==> config.mk <==
export PLATFORM = sky130hd
export DESIGN_NAME = decode_stage
export DESIGN_NICKNAME = d
export VERILOG_FILES = /design/src/rtl/decode_stage_pkg.sv /design/src/rtl/decode_stage_controller.sv /design/src/rtl/decode_stage_reg_file.sv /design/src/rtl/decode_stage_sign_extender.sv /design/src/rtl/decode_stage.sv
export SDC_FILE = /design/constraint.sdc
export NUM_CORES = 2
export LEC_CHECK = 0
export BUFFER_PORTS_ARGS = -buffer_cell sky130_fd_sc_hd__buf_2
export CORE_ASPECT_RATIO = 0.8
export CORE_MARGIN = 2
export CORE_UTILIZATION = 55
export CTS_BUF_LIST = sky130_fd_sc_hd__clkbuf_2
export DETAILED_ROUTE_END_ITERATION = 8
export MAX_ROUTING_LAYER = met4
export PLACE_DENSITY = 0.76
export RECOVER_POWER = 25
export SLEW_MARGIN = 20
export SYNTH_ARGS = -nofsm -noshare
export SYNTH_HDL_FRONTEND = slang
export SYNTH_SLANG_ARGS = --single-unit
export TNS_END_PERCENT = 30
==> constraint.sdc <==
create_clock -name clk -period 44.8 [get_ports clk]
set_input_delay 8.96 -clock clk [delete_from_list [all_inputs] [get_ports clk]]
set_output_delay 8.96 -clock clk [all_outputs]
set_load 0.005 [all_outputs]
==> src/rtl/decode_stage_pkg.sv <==
// Shared decode-stage definitions: opcodes, control encodings, immediate
// types, the ID/EX bundle and the ALU-control helper.
package decode_stage_pkg;

    localparam logic [6:0] OP_R     = 7'b0110011;
    localparam logic [6:0] OP_I_ALU = 7'b0010011;
    localparam logic [6:0] OP_LOAD  = 7'b0000011;
    localparam logic [6:0] OP_JALR  = 7'b1100111;
    localparam logic [6:0] OP_STORE = 7'b0100011;
    localparam logic [6:0] OP_BRANCH= 7'b1100011;
    localparam logic [6:0] OP_JAL   = 7'b1101111;
    localparam logic [6:0] OP_LUI   = 7'b0110111;
    localparam logic [6:0] OP_AUIPC = 7'b0010111;

    localparam logic [3:0] ALU_ADD  = 4'b0000;
    localparam logic [3:0] ALU_SUB  = 4'b0001;
    localparam logic [3:0] ALU_AND  = 4'b0010;
    localparam logic [3:0] ALU_OR   = 4'b0011;
    localparam logic [3:0] ALU_XOR  = 4'b0100;
    localparam logic [3:0] ALU_SLT  = 4'b0101;
    localparam logic [3:0] ALU_SLTU = 4'b0110;
    localparam logic [3:0] ALU_SLL  = 4'b0111;
    localparam logic [3:0] ALU_SRL  = 4'b1000;
    localparam logic [3:0] ALU_SRA  = 4'b1001;

    localparam logic [2:0] RES_ALU  = 3'b000;
    localparam logic [2:0] RES_MEM  = 3'b001;
    localparam logic [2:0] RES_PC4  = 3'b010;
    localparam logic [2:0] RES_IMM  = 3'b011;
    localparam logic [2:0] RES_PCIMM= 3'b100;

    localparam logic [1:0] ST_SW = 2'b00;
    localparam logic [1:0] ST_SH = 2'b01;
    localparam logic [1:0] ST_SB = 2'b10;

    typedef enum logic [2:0] {
        IMM_I,
        IMM_S,
        IMM_B,
        IMM_J,
        IMM_U
    } imm_src_t;

    typedef struct packed {
        logic [31:0] rd1;
        logic [31:0] rd2;
        logic [31:0] pc;
        logic [31:0] pc4;
        logic [31:0] imm;
        logic [4:0]  rd;
        logic [4:0]  rs1;
        logic [4:0]  rs2;
        logic [3:0]  alu_ctrl;
        logic [2:0]  result_src;
        logic [1:0]  store_src;
        logic [2:0]  funct3;
        logic        mem_write;
        logic        reg_write;
        logic        alu_src;
        logic        branch;
        logic        jump;
        logic        op3;
        logic        op5;
        logic        is_load;
    } id_ex_t;

    // funct7[5] selects SUB only on R-type; SRA on both R and I shifts.
    function automatic logic [3:0] alu_decode(
        input logic [2:0] f3,
        input logic       f7b5,
        input logic       is_r
    );
        logic [3:0] a;
        case (f3)
            3'b000:  a = (is_r && f7b5) ? ALU_SUB : ALU_ADD;
            3'b001:  a = ALU_SLL;
            3'b010:  a = ALU_SLT;
            3'b011:  a = ALU_SLTU;
            3'b100:  a = ALU_XOR;
            3'b101:  a = f7b5 ? ALU_SRA : ALU_SRL;
            3'b110:  a = ALU_OR;
            default: a = ALU_AND;
        endcase
        return a;
    endfunction

endpackage

==> src/rtl/decode_stage_controller.sv <==
// Main decoder: opcode/funct3/funct7[5] -> datapath controls and
// immediate type. Unknown opcodes decode to an all-zero bubble.
module controller
    import decode_stage_pkg::*;
(
    input  logic [6:0] opcode,
    input  logic [2:0] funct3,
    input  logic       funct7b5,
    output logic [3:0] alu_ctrl,
    output logic [2:0] result_src,
    output logic [1:0] store_src,
    output logic       mem_write,
    output logic       reg_write,
    output logic       alu_src,
    output logic       branch,
    output logic       jump,
    output logic       is_load,
    output imm_src_t   imm_src
);

    always_comb begin
        alu_ctrl   = ALU_ADD;
        result_src = RES_ALU;
        store_src  = ST_SW;
        mem_write  = 1'b0;
        reg_write  = 1'b0;
        alu_src    = 1'b0;
        branch     = 1'b0;
        jump       = 1'b0;
        is_load    = 1'b0;
        imm_src    = IMM_I;
        case (opcode)
            OP_R: begin
                reg_write = 1'b1;
                alu_ctrl  = alu_decode(funct3, funct7b5, 1'b1);
            end
            OP_I_ALU: begin
                reg_write = 1'b1;
                alu_src   = 1'b1;
                alu_ctrl  = alu_decode(funct3, funct7b5, 1'b0);
            end
            OP_LOAD: begin
                reg_write  = 1'b1;
                alu_src    = 1'b1;
                is_load    = 1'b1;
                result_src = RES_MEM;
            end
            OP_JALR: begin
                reg_write  = 1'b1;
                alu_src    = 1'b1;
                jump       = 1'b1;
                result_src = RES_PC4;
            end
            OP_STORE: begin
                mem_write = 1'b1;
                alu_src   = 1'b1;
                imm_src   = IMM_S;
                case (funct3)
                    3'b000:  store_src = ST_SB;
                    3'b001:  store_src = ST_SH;
                    default: store_src = ST_SW;
                endcase
            end
            OP_BRANCH: begin
                branch   = 1'b1;
                alu_ctrl = ALU_SUB;
                imm_src  = IMM_B;
            end
            OP_JAL: begin
                reg_write  = 1'b1;
                jump       = 1'b1;
                result_src = RES_PC4;
                imm_src    = IMM_J;
            end
            OP_LUI: begin
                reg_write  = 1'b1;
                result_src = RES_IMM;
                imm_src    = IMM_U;
            end
            OP_AUIPC: begin
                reg_write  = 1'b1;
                result_src = RES_PCIMM;
                imm_src    = IMM_U;
            end
            default: ;
        endcase
    end

endmodule

==> src/rtl/decode_stage_reg_file.sv <==
// 32x32 register file: two combinational reads with write-through, one
// synchronous write. Ports: clk, reset, ra1/ra2 -> rd1/rd2, we/wa/wd.
module reg_file
    import decode_stage_pkg::*;
(
    input  logic        clk,
    input  logic        reset,
    input  logic [4:0]  ra1,
    input  logic [4:0]  ra2,
    output logic [31:0] rd1,
    output logic [31:0] rd2,
    input  logic        we,
    input  logic [4:0]  wa,
    input  logic [31:0] wd
);

    logic [31:0] regs_q [32];
    logic        wr_en;

    assign wr_en = we && (wa != 5'd0);

    always_ff @(posedge clk or posedge reset) begin
        if (reset) begin
            for (int i = 0; i < 32; i++) begin
                regs_q[i] <= '0;
            end
        end else if (wr_en) begin
            regs_q[wa] <= wd;
        end
    end

    // Writeback in the same cycle bypasses the array.
    always_comb begin
        if (ra1 == 5'd0)
            rd1 = '0;
        else if (wr_en && wa == ra1)
            rd1 = wd;
        else
            rd1 = regs_q[ra1];

        if (ra2 == 5'd0)
            rd2 = '0;
        else if (wr_en && wa == ra2)
            rd2 = wd;
        else
            rd2 = regs_q[ra2];
    end

endmodule

==> src/rtl/decode_stage_sign_extender.sv <==
// Immediate generator. Ports: instr (bits 31:7), imm_src -> imm,
// sign-extended to 32 bits.
module sign_extender
    import decode_stage_pkg::*;
(
    input  logic [31:7] instr,
    input  imm_src_t    imm_src,
    output logic [31:0] imm
);

    always_comb begin
        imm = '0;
        case (imm_src)
            IMM_S: imm = {{20{instr[31]}}, instr[31:25], instr[11:7]};
            IMM_B: imm = {{20{instr[31]}}, instr[7], instr[30:25],
                          instr[11:8], 1'b0};
            IMM_J: imm = {{12{instr[31]}}, instr[19:12], instr[20],
                          instr[30:21], 1'b0};
            IMM_U: imm = {instr[31:12], 12'b0};
            default: imm = {{20{instr[31]}}, instr[31:20]};
        endcase
    end

endmodule

==> src/rtl/decode_stage.sv <==
// RISC-V decode stage: register file, immediate and control decode,
// and the ID/EX pipeline register (reset > flush > capture).
module decode_stage
    import decode_stage_pkg::*;
(
    input  logic        clk,
    input  logic        reset,
    input  logic [31:0] instrD,
    input  logic [31:0] PCD,
    input  logic [31:0] PCPlus4D,
    input  logic [31:0] ResultW,
    input  logic        RegWriteW,
    input  logic [4:0]  rdW,
    input  logic        Branch_or_Jump_taken,
    input  logic        id_ex_flush,
    output logic [4:0]  rs1D2H,
    output logic [4:0]  rs2D2H,
    output logic [31:0] RD1E,
    output logic [31:0] RD2E,
    output logic [31:0] PCE,
    output logic [31:0] PCPlus4E,
    output logic [31:0] extended_immE,
    output logic [4:0]  rdE,
    output logic [4:0]  rs1E,
    output logic [4:0]  rs2E,
    output logic [3:0]  ALUControlE,
    output logic [2:0]  ResultSrcE,
    output logic [1:0]  StoreSrcE,
    output logic [2:0]  funct3E,
    output logic        MemWriteE,
    output logic        RegWriteE,
    output logic        ALUSrcE,
    output logic        BranchE,
    output logic        JumpE,
    output logic        op3E,
    output logic        op5E,
    output logic        is_loadE
);

    id_ex_t   ex_d;
    id_ex_t   ex_q;
    imm_src_t imm_src;
    logic     flush;

    assign rs1D2H = instrD[19:15];
    assign rs2D2H = instrD[24:20];
    assign flush  = Branch_or_Jump_taken | id_ex_flush;

    reg_file u_rf (
        .clk   (clk),
        .reset (reset),
        .ra1   (instrD[19:15]),
        .ra2   (instrD[24:20]),
        .rd1   (ex_d.rd1),
        .rd2   (ex_d.rd2),
        .we    (RegWriteW),
        .wa    (rdW),
        .wd    (ResultW)
    );

    controller u_ctrl (
        .opcode     (instrD[6:0]),
        .funct3     (instrD[14:12]),
        .funct7b5   (instrD[30]),
        .alu_ctrl   (ex_d.alu_ctrl),
        .result_src (ex_d.result_src),
        .store_src  (ex_d.store_src),
        .mem_write  (ex_d.mem_write),
        .reg_write  (ex_d.reg_write),
        .alu_src    (ex_d.alu_src),
        .branch     (ex_d.branch),
        .jump       (ex_d.jump),
        .is_load    (ex_d.is_load),
        .imm_src    (imm_src)
    );

    sign_extender u_ext (
        .instr   (instrD[31:7]),
        .imm_src (imm_src),
        .imm     (ex_d.imm)
    );

    assign ex_d.pc     = PCD;
    assign ex_d.pc4    = PCPlus4D;
    assign ex_d.rd     = instrD[11:7];
    assign ex_d.rs1    = instrD[19:15];
    assign ex_d.rs2    = instrD[24:20];
    assign ex_d.funct3 = instrD[14:12];
    assign ex_d.op3    = instrD[3];
    assign ex_d.op5    = instrD[5];

    always_ff @(posedge clk or posedge reset) begin
        if (reset)
            ex_q <= '0;
        else if (flush)
            ex_q <= '0;
        else
            ex_q <= ex_d;
    end

    assign RD1E          = ex_q.rd1;
    assign RD2E          = ex_q.rd2;
    assign PCE           = ex_q.pc;
    assign PCPlus4E      = ex_q.pc4;
    assign extended_immE = ex_q.imm;
    assign rdE           = ex_q.rd;
    assign rs1E          = ex_q.rs1;
    assign rs2E          = ex_q.rs2;
    assign ALUControlE   = ex_q.alu_ctrl;
    assign ResultSrcE    = ex_q.result_src;
    assign StoreSrcE     = ex_q.store_src;
    assign funct3E       = ex_q.funct3;
    assign MemWriteE     = ex_q.mem_write;
    assign RegWriteE     = ex_q.reg_write;
    assign ALUSrcE       = ex_q.alu_src;
    assign BranchE       = ex_q.branch;
    assign JumpE         = ex_q.jump;
    assign op3E          = ex_q.op3;
    assign op5E          = ex_q.op5;
    assign is_loadE      = ex_q.is_load;

endmodule

==> reports/results.tsv <==
metric	value	unit
outcome	finished, violations left	
failing checks	capacitance limit, slew limit	
sinks on the clock net	1219	
final hold violation count	0	
number of rows created at floorplan	110	
height of the die	305	µm
sequential cell area fraction in the yosys report	0.489	
EDFF count, synth	0	
cells along the critical path	clkbuf_1, buf_2	
Num CTS Buffers	315	
Worst Tran Pin Value	9.28	ns
async set or reset register ratio after synthesis	1.00	
area leader, netlist	dfrtp_1	
post-CTS setup repair buffer count	0	
switching share of power	0.311	
routed via count divided by cell count	6.60	
Worst Clk Skew	0.109	ns
top-area cell type share of the netlist area	0.489	
mean routed wirelength per cell	28.8	µm
H-Tree Depth	5	
Post-CTS Hold Buffers	0	
TritonCTS clock tree	built	
Root Buffer Master	clkbuf_2	
number of storage elements in the synthesis netlist	1219	
worst path buffer plus inverter count	2	
power per cell area	40.5	nW/µm²
total iterations of the first detailed-routing run	5	
critical path class	input pin to output pin	
die outline area	116000	µm²
NumNets Final	5114	
grt total ovfl	0	
clk buf depth	4	
number of antenna violations at the first check in global routing	13	
Arr. time, crit path	13.43	ns
via count	44100	
DIE WIDTH	381	µm
count of buffers from port buffering	342	
clk slew on worst S/H paths	0.09	ns
final max-slew violation count	845	
number of maximum-capacitance constraint violations	21	
cell with the largest stage delay on the worst path	clkbuf_1	
P_leak	32.2	nW
gate count after technology mapping	4739	
Syn-to-layout area delta	6.90	%
final wirelength	192000	µm
unrepaired setup endpoints after global routing	false	
initial DRC count	5312	
combinational cell fraction of total power	0.200	
slowest stage delay, CP	3.88	ns
top_reg_cell synth	dfrtp_1	
largest net degree at the start of global routing	131	
number of remaining DRC errors	0	
Fin Setup TNS	0	ns
final critical-path share of the clock period	0.500	
final core occ	0.593	
top cells by area in the synthesized netlist	dfrtp_1 49%, mux2_2 17%, mux2i_1 14%	
highest clock rate	44.7	MHz
Int Pwr	0.00186	W
placer's final routability congestion estimate	0.852	
net switching power figure	0.000840	W
portion of total power attributed to sequential cells	0.526	
Initial Util	0.555	
HPWL after detailed placement	105000	µm
worst rel slew slack	-5.19	
antenna-violating nets left	0	
yosys warns	0	
relative contribution of the clock network to total power	0.274	
Final min period	22.39	ns
total standard cell area after synthesis	62400	µm²
layout cell share with drive strength beyond 1	0.390	
maximum fanout count along the critical path	68	
worst hold-check path type	register to register	
average cell area after synthesis	13.2	µm²
category of cells accounting for the largest share of critical-path delay	buffers and inverters	
vias in the first global route	44900	
wire length of the first global-routing pass	286000	µm
Worst Setup Start Kind	input pin	
post-cts sizing count	0	
endpoint class of the critical path	output pin	
number of placed I/O pins	343	
net count after synthesis	4877	
clock latency on the worst-skew pair	1.71	ns
Max IR drop VDD	0.0000251	V
distinct cell type count of the synthesized netlist	49	
Tot GR Track Use	0.338	
required time of the worst setup path	35.84	ns
area of the placeable core	112000	µm²
endpoints failing setup	0	
==> cell families (layout without fill, tap and decap cells) <==
| kind of cell | Yosys count | after routing | share of synthesized area |
|---|---|---|---|
| AOI/OAI and AO/OA | 674 | 674 | 0.0762 |
| xor gates and xnor gates | 11 | 11 | 0.00154 |
| buffers and inverters | 518 | 928 | 0.0447 |
| DFF | 1219 | 1219 | 0.489 |
| muxes | 1960 | 1960 | 0.357 |
| other | 0 | 17 | 0 |
| and+or+nand+nor | 357 | 357 | 0.0317 |
==> worst paths after layout <==
kind	startpoint	endpoint	slack (ns)	cells after the start
worst max-delay path	instrD[20]	rs2D2H[0]	22.41	2
min in group asynchronous	reset	u_rf.regs_q[994]$_DFFE_PP0P_	9.18	2
worst min register to register	u_rf.regs_q[1017]$_DFFE_PP0P_	u_rf.regs_q[1017]$_DFFE_PP0P_	0.40	0
worst min-delay path	u_rf.regs_q[1017]$_DFFE_PP0P_	u_rf.regs_q[1017]$_DFFE_PP0P_	0.40	0
worst max register to register	u_rf.regs_q[214]$_DFFE_PP0P_	RD1E[22]$_DFF_PP0_	42.85	5
max in group asynchronous	reset	PCPlus4E[27]$_DFF_PP0_	27.85	7
==> cell usage after synthesis (all sizes together), types with 9 or more instances <==
master,count
a21oi,168
a22o,39
a22oi,395
and2,96
buf,289
clkbuf,226
dfrtp,1219
mux2,994
mux2i,854
mux4,112
nand2,45
nand2b,10
nand3,94
nor2,31
nor2b,9
nor4,43
o221a,29
o22ai,29
==> power groups by stage <==
stage	Clock (W)	Combinational (W)	Sequential (W)
global placement	0	0.000513	0.00142
detailed placement	0	0.000530	0.00143
finish	0.000741	0.000540	0.00142
floorplan	0	0.000424	0.00140
global route	0.000812	0.000582	0.00144
CTS	0.000754	0.000532	0.00141
==> registers in the layout, summed over array words and instances, names as in the netlist <==
register	flops
funct3E	3
PCE	32
rs2E	5
MemWriteE	1
BranchE	1
PCPlus4E	32
rdE	5
RegWriteE	1
ALUSrcE	1
u_rf.regs_q	1024
op5E	1
ALUControlE	4
JumpE	1
op3E	1
StoreSrcE	2
rs1E	5
RD1E	32
extended_immE	32
is_loadE	1
ResultSrcE	3
RD2E	32
==> cell type report <==
cell class / count / area, µm²
Fill cell: 9142 / 45800
Sequential cell: 1219 / 30500
Multi-Input combinational cell: 3002 / 29300
Timing Repair Buffer: 435 / 2410
Clock buffer: 423 / 2120
Tap cell: 1512 / 1890
Clock inverter: 67 / 423
Antenna cell: 17 / 42.5
Inverter: 3 / 12.5
==> metal layers <==
layer	GRT usage	vias to the layer above	wire, µm
met3	0.0829	528	20100
li1	-	18300	-
met5	-	-	0
met1	0.466	22800	80100
met4	0.152	0	7760
met2	0.474	2452	84400
==> stage by stage <==
stage	area (µm²)	hold slack, ns	total power, W	worst slack, ns	std cells
finish	66700	0.405	0.00270	22.41	6678
CTS	66800	0.403	0.00270	26.05	6661
floorplan	62400	0.441	0.00182	1.49	4739
detailed placement	64300	0.384	0.00196	26.05	6171
global placement	64300	0.376	0.00193	26.05	6171
global route	66700	0.414	0.00284	22.02	6673
==> placed cells by master (no fill, tap or decap), types with 56 or more instances in the layout <==
cell	count
a21oi_1	168
a22oi_1	395
and2_0	56
buf_2	336
buf_4	88
clkbuf_2	423
dfrtp_1	1219
mux2_2	967
mux2i_1	854
mux4_2	112
nand3_1	90
No activity file was read; power rests on OpenSTA's default activity.
